## src/rtl/shot_referee.sv

```systemverilog
// shot_referee: game-round controller behind the trajectory calculator.
// It keeps the score and the shot budget, and it drives pseudo-random
// targets back to the calculator. It lets only one shot be in flight at a time.
// Optional feature: define MISS_HINT_EN to register |positionx-target_x| of
// the last miss on miss_dist. When it is not defined, miss_dist is tied to 0.
module shot_referee #(
  parameter int         SHOTS_PER_GAME = 8,
  parameter int         SCORE_W        = 4,
  parameter logic [9:0] LFSR_SEED      = 10'h2A5
) (
  input  logic                                  clk,
  input  logic                                  rst_n,
  input  logic                                  ena,
  input  logic                                  start,
  input  logic                                  result_valid,
  input  logic                                  hit,
  input  logic [4:0]                            positionx,
  output logic                                  shot_enable,
  output logic [4:0]                            target_x,
  output logic [4:0]                            target_y,
  output logic [$clog2(SHOTS_PER_GAME+1)-1:0]   shots_left,
  output logic [SCORE_W-1:0]                    score,
  output logic                                  game_over,
  output logic [4:0]                            miss_dist
);

  localparam int         SL_W      = $clog2(SHOTS_PER_GAME+1);
  localparam logic [9:0] SEED      = (LFSR_SEED == 10'd0) ? 10'h001 : LFSR_SEED;
  localparam logic [SCORE_W-1:0] SCORE_MAX = {SCORE_W{1'b1}};

  typedef enum logic [1:0] {IDLE, ARMED, SETTLE, OVER} state_t;

  state_t     state, state_nx;
  logic [9:0] lfsr;
  logic       new_game, shot_done, load;

  // State register.
  always_ff @(posedge clk or negedge rst_n) begin
    if (!rst_n)   state <= IDLE;
    else if (ena) state <= state_nx;
  end

  // Next state and per-cycle events. A start in IDLE/OVER wins over a result
  // in the same cycle, because results count only in ARMED.
  always_comb begin
    state_nx  = state;
    new_game  = 1'b0;
    shot_done = 1'b0;
    case (state)
      IDLE, OVER: if (start) begin
        state_nx = ARMED;
        new_game = 1'b1;
      end
      ARMED: if (result_valid) begin
        shot_done = 1'b1;
        state_nx  = (shots_left == SL_W'(1)) ? OVER : SETTLE;
      end
      SETTLE:  state_nx = ARMED;
      default: state_nx = IDLE;
    endcase
  end

  assign load        = new_game | (shot_done & hit);
  assign shot_enable = (state == ARMED);
  assign game_over   = (state == OVER);

  // Shot budget and saturating score.
  always_ff @(posedge clk or negedge rst_n) begin
    if (!rst_n) begin
      shots_left <= '0;
      score      <= '0;
    end else if (ena) begin
      if (new_game) begin
        shots_left <= SL_W'(SHOTS_PER_GAME);
        score      <= '0;
      end else if (shot_done) begin
        shots_left <= shots_left - 1'b1;
        if (hit && score != SCORE_MAX) score <= score + 1'b1;
      end
    end
  end

  // Target generator. The LFSR steps only when a target is loaded.
  always_ff @(posedge clk or negedge rst_n) begin
    if (!rst_n) begin
      lfsr     <= SEED;
      target_x <= '0;
      target_y <= '0;
    end else if (ena && load) begin
      target_x <= lfsr[4:0];
      target_y <= (lfsr[9:5] == 5'd0) ? 5'd1 : lfsr[9:5];
      lfsr     <= {lfsr[8:0], lfsr[9] ^ lfsr[6]};
    end
  end

`ifdef MISS_HINT_EN
  // Distance of the last miss from the target. It clears on a hit or on a new game.
  always_ff @(posedge clk or negedge rst_n) begin
    if (!rst_n) miss_dist <= '0;
    else if (ena) begin
      if (new_game || (shot_done && hit))
        miss_dist <= '0;
      else if (shot_done)
        miss_dist <= (positionx >= target_x) ? positionx - target_x
                                             : target_x - positionx;
    end
  end
`else
  logic unused_pos;
  assign unused_pos = ^positionx;
  assign miss_dist  = 5'd0;
`endif

endmodule

```

## config.mk

```make
export PLATFORM = sky130hd
export DESIGN_NAME = shot_referee
export DESIGN_NICKNAME = d
export VERILOG_FILES = /design/src/rtl/shot_referee.sv
export SDC_FILE = /design/constraint.sdc
export NUM_CORES = 1
export LEC_CHECK = 0
export ABC_AREA = 1
export BUFFER_PORTS_ARGS = -buffer_cell sky130_fd_sc_hd__buf_4
export CORE_ASPECT_RATIO = 0.8
export CORE_UTILIZATION = 51
export CTS_CLUSTER_SIZE = 40
export DETAILED_ROUTE_END_ITERATION = 12
export HOLD_SLACK_MARGIN = 0.03
export PLACE_DENSITY = 0.78
export RECOVER_POWER = 50
export SLEW_MARGIN = 40
export SYNTH_ARGS = -nofsm -noshare
export SYNTH_HDL_FRONTEND = slang
export SYNTH_SLANG_ARGS = --single-unit
```

## constraint.sdc

```tcl
create_clock -name clk -period 1.8 [get_ports clk]
set_input_delay 0.27 -clock clk [delete_from_list [all_inputs] [get_ports clk]]
set_output_delay 0.27 -clock clk [all_outputs]
set_load 0.02 [all_outputs]
```

Word level (Yosys, flattened, before mapping)
Index checks and enable logic that the tools add are counted.

Add/sub/neg operators: 2. $mul: 0. Divide/modulo/power cells: 0. Magnitude comparators: 0. Eq/ne operators: 7. Shifts and indexed selects: 0. Mux-type cells: 14. Bitwise logic cells: 3. Reductions and logical operators: 10.

Operators with widths (count): 4-bit 2-to-1 mux (5); 2-bit one-hot mux with 3 select lines (1); 3-bit AND reduction (2); 5-bit logical NOT (1); 1-bit 2-to-1 mux (5); 5-bit 2-to-1 mux (1); 4-bit by 1-bit adder with 4-bit output, second input constant (1); 2-bit == test, second input constant (2); 4-bit by 1-bit == test with 1-bit output, second input constant (1); 2-bit 2-to-1 mux (2); 2-bit inequality test, second input constant (2); 4-bit inequality test, second input constant (1); 2-bit nonzero test (2); 4-bit by 1-bit subtractor with 4-bit output, second input constant (1); 2-bit by 1-bit == test with 1-bit output, second input constant (1); 1-bit logical AND (2); 2-bit logical NOT (1); 2-bit AND reduction (1); 2-bit OR reduction (1); 1-bit bitwise AND (1); 1-bit OR (1); 1-bit XOR (1).

Flip-flop bits (word level): 30. Latch bits: 0. Bits in writable memories: 0. ROM bits: 0. Input port bits: 11. Output and inout bits: 25. Logic and storage cells: 42. Memories kept: 0.

Depth between registers and ports, before layout
Word-level depth: 5. Mapped depth: 9.

Least setup slack after synthesis
Ideal clock, no wire load.

Kind: register to register. Start point: register state[1]. End point: register target_x[1]. Setup time: 0.118 ns. Data arrival time: 1.313 ns. Setup slack: 0.369 ns. Stages on the path, launching flop included: 9. Period minus slack after synthesis: 1.431 ns. Cells stage by stage: dfrtp_1 -> inv_1 -> ha_1 -> nand3_1 -> nand2_2 -> nand2_4 -> buf_4 -> nand2_1 -> nand2_1.

Cells in the longest elaborated chain, start to end: 5.

RTL lines: from (decl) (line 33) `state_t state, state_nx;`; from (signal assigned) (line 40) `else if (ena) state <= state_nx;`; 2-bit by 1-bit == test with 1-bit output; net shot_enable (line 18) `output logic shot_enable,`; 1-bit 2-to-1 mux (line 49) `case (state)`; 1-bit bitwise AND (line 63) `assign load = new_game | (shot_done & hit);`; 1-bit OR (line 63); 1-bit logical AND (line 89) `end else if (ena && load) begin`; to (signal assigned) (line 90) `target_x <= lfsr[4:0];`; to (decl) (line 19) `output logic [4:0] target_x,`.

The timed path passes the listed nets, and every way through them passes these cells. A chain may end at the register's enable or synchronous reset.

Worst setup path after layout
Start point: register state[0]. End point: register lfsr[8].

Cells in the longest elaborated chain, start to end: 5.

RTL lines: 2-bit == test (tied with other cells) (line 49); 2-bit OR reduction / 1-bit 2-to-1 mux (equally long branches) (line 49); 1-bit 2-to-1 mux / 1-bit bitwise AND (equally long branches) (line 49, 63); 1-bit OR (*) (line 63); 1-bit logical AND (*) (line 89); to (signal assigned) (line 92) `lfsr <= {lfsr[8:0], lfsr[9] ^ lfsr[6]};`; to (decl) (line 34) `logic [9:0] lfsr;`.

Every way passes the cells marked *; elsewhere a longest branch is shown, timed or not.

==> flow_summary.yaml <==
run_status:
  status: "finished clean"
synth:
  synthTopCellsByCount: "nand2_1 (57), dfrtp_1 (22), inv_1 (15)"
  synthArstFlopShare: 1.000
  synthTopCellsByArea: "dfrtp_1 (41%), nand2_1 (16%), dfstp_2 (9.8%)"
  ys_dominant_reg_cell: "dfrtp_1"
  synth_top_area_frac: 0.4128
  synth_edf_count: 0
  synthCells: 159
  postSynthAreaPerCell_um2: 8.389
  synth_top_area_cell: "dfrtp_1"
  synth_most_common_cell: "nand2_1"
  synth-seq-area-share: 0.5113
  ys.warnings.count: 0
  ys_ff_latch: 27
  synth.cell_area_um2: 1334
  synth_cell_type_count: 23
die:
  start_util: 0.5417
  row_count: 16
  die_w_um: 59.18
  core_um2: 2462
  die_area_um2: 2825
  ios: 36
  die_h_um: 47.74
power:
  p_seq_frac: 0.416
  power.leakage_nw: 0.8028
  total_power_mw: 2.540
  p_int_mw: 1.392
  powerDensity_nw_per_um2: 1693
  p_sw_frac: 0.4519
  netSwitchingPower_mw: 1.148
  power_frac_comb: 0.480
  clock_power_share: 0.104
  max-vdd-ir-drop_uv: 854.4
sta:
  fin_crit_sh: 0.8780
  fmax_mhz: 632.8
  finalSetupViolations: 0
  finalHoldViolCount: 0
  final.setup.tns_ps: 0
  slew_headroom: 0.5764
  worstMarginPinSlew_ps: 635.4
  clock_skew_ps: 5.103
  finalMaxSlewViolations: 0
  rsz0062_at_grt: "false"
  fin_ws_ps: 219.7
  fin_crit_ps: 1580
route:
  dr.pass1.iters: 4
  post_drt_wl_per_cell_um: 10.61
  drt-initial-drc-count: 13
  dr_total_vias: 1022
  routed_via_density: 4.667
  remaining_drc_errors: 0
  postRouteWirelength_um: 2323
  ant_nets: 0
cells_and_area:
  antenna_cells: 0
  drive_gt1_frac: 0.1858
  nFillCells: 242
  area_delta_synth_final_pct: 12.48
  fin_area_um2: 1500
  nets: 200
placement:
  place.port_buffers: 25
  dp_slack_ps: 238.4
  post_dp_cell_area_um2: 1503
  dpl.hpwl_um: 1733
  place_congestion: 0.8913
clocking:
  clock_latency_ps: 330
  clockRootBuffer: "clkbuf_4"
  cts.clk_slew.worst_paths_ps: 150
  cts-htree-levels: 1
  cts_sinks: 27
  ctsResizeCount: 0
  cts-buffers-inserted: 3
  cts_buffer_depth: 2
  cts_tree: "yes"
  cts_setup_buffers: 0
global_routing:
  grt_usage: 0.1819
  grt_pass1_wl_um: 3684
  antenna_found_initial: 0
  grt_pass1_vias: 871
  gr-total-overflow: 0
  grt_max_degree: 28
run:
  cap_violations: 0
worst_setup_path:
  cp_max_fo: 19
  crit_path_top_delay_cell: "dfrtp_1"
  crit_required_ps: 2030
  cp-start-kind: "register"
  critPathKind: "register to register"
  cpPeakStageDelay_ps: 430
  cp.arrival_ps: 1810
  crit_chain: "ha_1 > nand2_2 > nand2_2 > nand2_4 > inv_4 > nand2_1 > o21ai_1"
  endpoint_kind: "register"
  crit_path_frequent_cell: "nand2_2"
worst_hold_path:
  hold_path.class: "input pin to register"
==> logic make-up after synthesis <==
group / Yosys count / share of synthesized area
adder cells (fa/ha/maj): 5 / 0.04690
AO/OA/AOI/OAI: 14 / 0.05910
buffers and inverters: 27 / 0.1088
other: 1 / 0.002812
flip-flops: 27 / 0.5113
XOR/XNOR: 1 / 0.006568
AND/OR/NAND/NOR: 84 / 0.2645
==> final cells by class <==
type | instances | area (um2) | share of cell area
flip-flops and latches | 27 | 681.9 | 0.4545
repair buffers | 26 | 157.7 | 0.1051
inverters | 17 | 66.31 | 0.04420
multi-input cells | 109 | 521.8 | 0.3478
clock inverters | 1 | 5.005 | 0.003336
well taps | 36 | 45.04 | 0.03002
clock buffers | 3 | 22.52 | 0.01501
==> power by group through the flow <==
| stage | logic (mW) | registers (mW) | clock network [mW] |
|---|---|---|---|
| 3_3_place_gp | 1.26 | 1.06 | 0 |
| 4_1_cts | 1.31 | 1.06 | 0.272 |
| 2_1_floorplan | 0.764 | 1.21 | 0 |
| 5_1_grt | 1.38 | 1.09 | 0.296 |
| 6_report | 1.22 | 1.06 | 0.263 |
| 3_5_place_dp | 1.30 | 1.07 | 0 |
==> critical path, delay by kind of cell, from the launching register on <==
family                     cells  cell delay (ps)
AOI/OAI and AO/OA              1               60
adders and majority gates      1              330
buffers and inverters          1              110
DFF                            1              430
and+or+nand+nor                4              540
==> repair_timing <==
| action | CTS | global route |
|---|---|---|
| hold endpoints to repair | 22 | 0 |
| hold buffers | 1 | 0 |
| endpoints found under the setup margin | 0 | 0 |
==> metrics by stage <==
step	hold WS, ps	utilization	std cells
after CTS	255.6	0.6255	219
after floorplan	-25.59	-	163
final	257.1	0.6092	219
after detailed placement	200.6	0.6103	214
after global routing	270.3	0.6092	219
after global placement	193.2	0.6103	214
==> cell usage in the layout, fill, tap and decap left out <==
master	n
ha_1	5
o21ai_1	3
dfrtp_1	22
conb_1	5
nor3b_1	1
nand2_2	4
o22ai_1	1
nand3_1	9
xnor2_1	1
inv_4	1
nand2_1	57
clkinv_2	1
nor2_2	1
dlygate4sd3_1	1
inv_1	15
nand2_4	1
a21oi_1	1
clkbuf_1	10
o21ai_2	2
dfstp_2	5
clkbuf_2	1
clkbuf_4	3
buf_4	14
nand4_1	1
inv_2	1
o21ai_0	7
nor2_1	10
==> sequential cells by signal, summed over array words and instances, names as in the netlist <==
register,flops
score,4
target_y,5
shots_left,4
lfsr,7
target_x,5
state,2
==> path summary, 6_finish.rpt <==
path	start	end	slack, ps	cells after the start
min	start	state[1]	260	5
max in group asynchronous	rst_n	target_y[2]	920	2
min in group asynchronous	rst_n	target_x[1]	470	2
max	state[0]	lfsr[8]	220	7
max reg2reg	state[0]	lfsr[8]	220	7
min reg2reg	target_y[2]	target_y[2]	500	2
==> layer usage <==
layer | track usage | vias to the layer above | wire length, um
met1 | 0.2332 | 468 | 1134
met2 | 0.3068 | 22 | 1068
met4 | 0.04762 | 0 | 15
met5 | 0 | - | 0
li1 | - | 530 | -
met3 | 0.05676 | 2 | 105
Note: power is estimated with default switching activity, not from simulation.
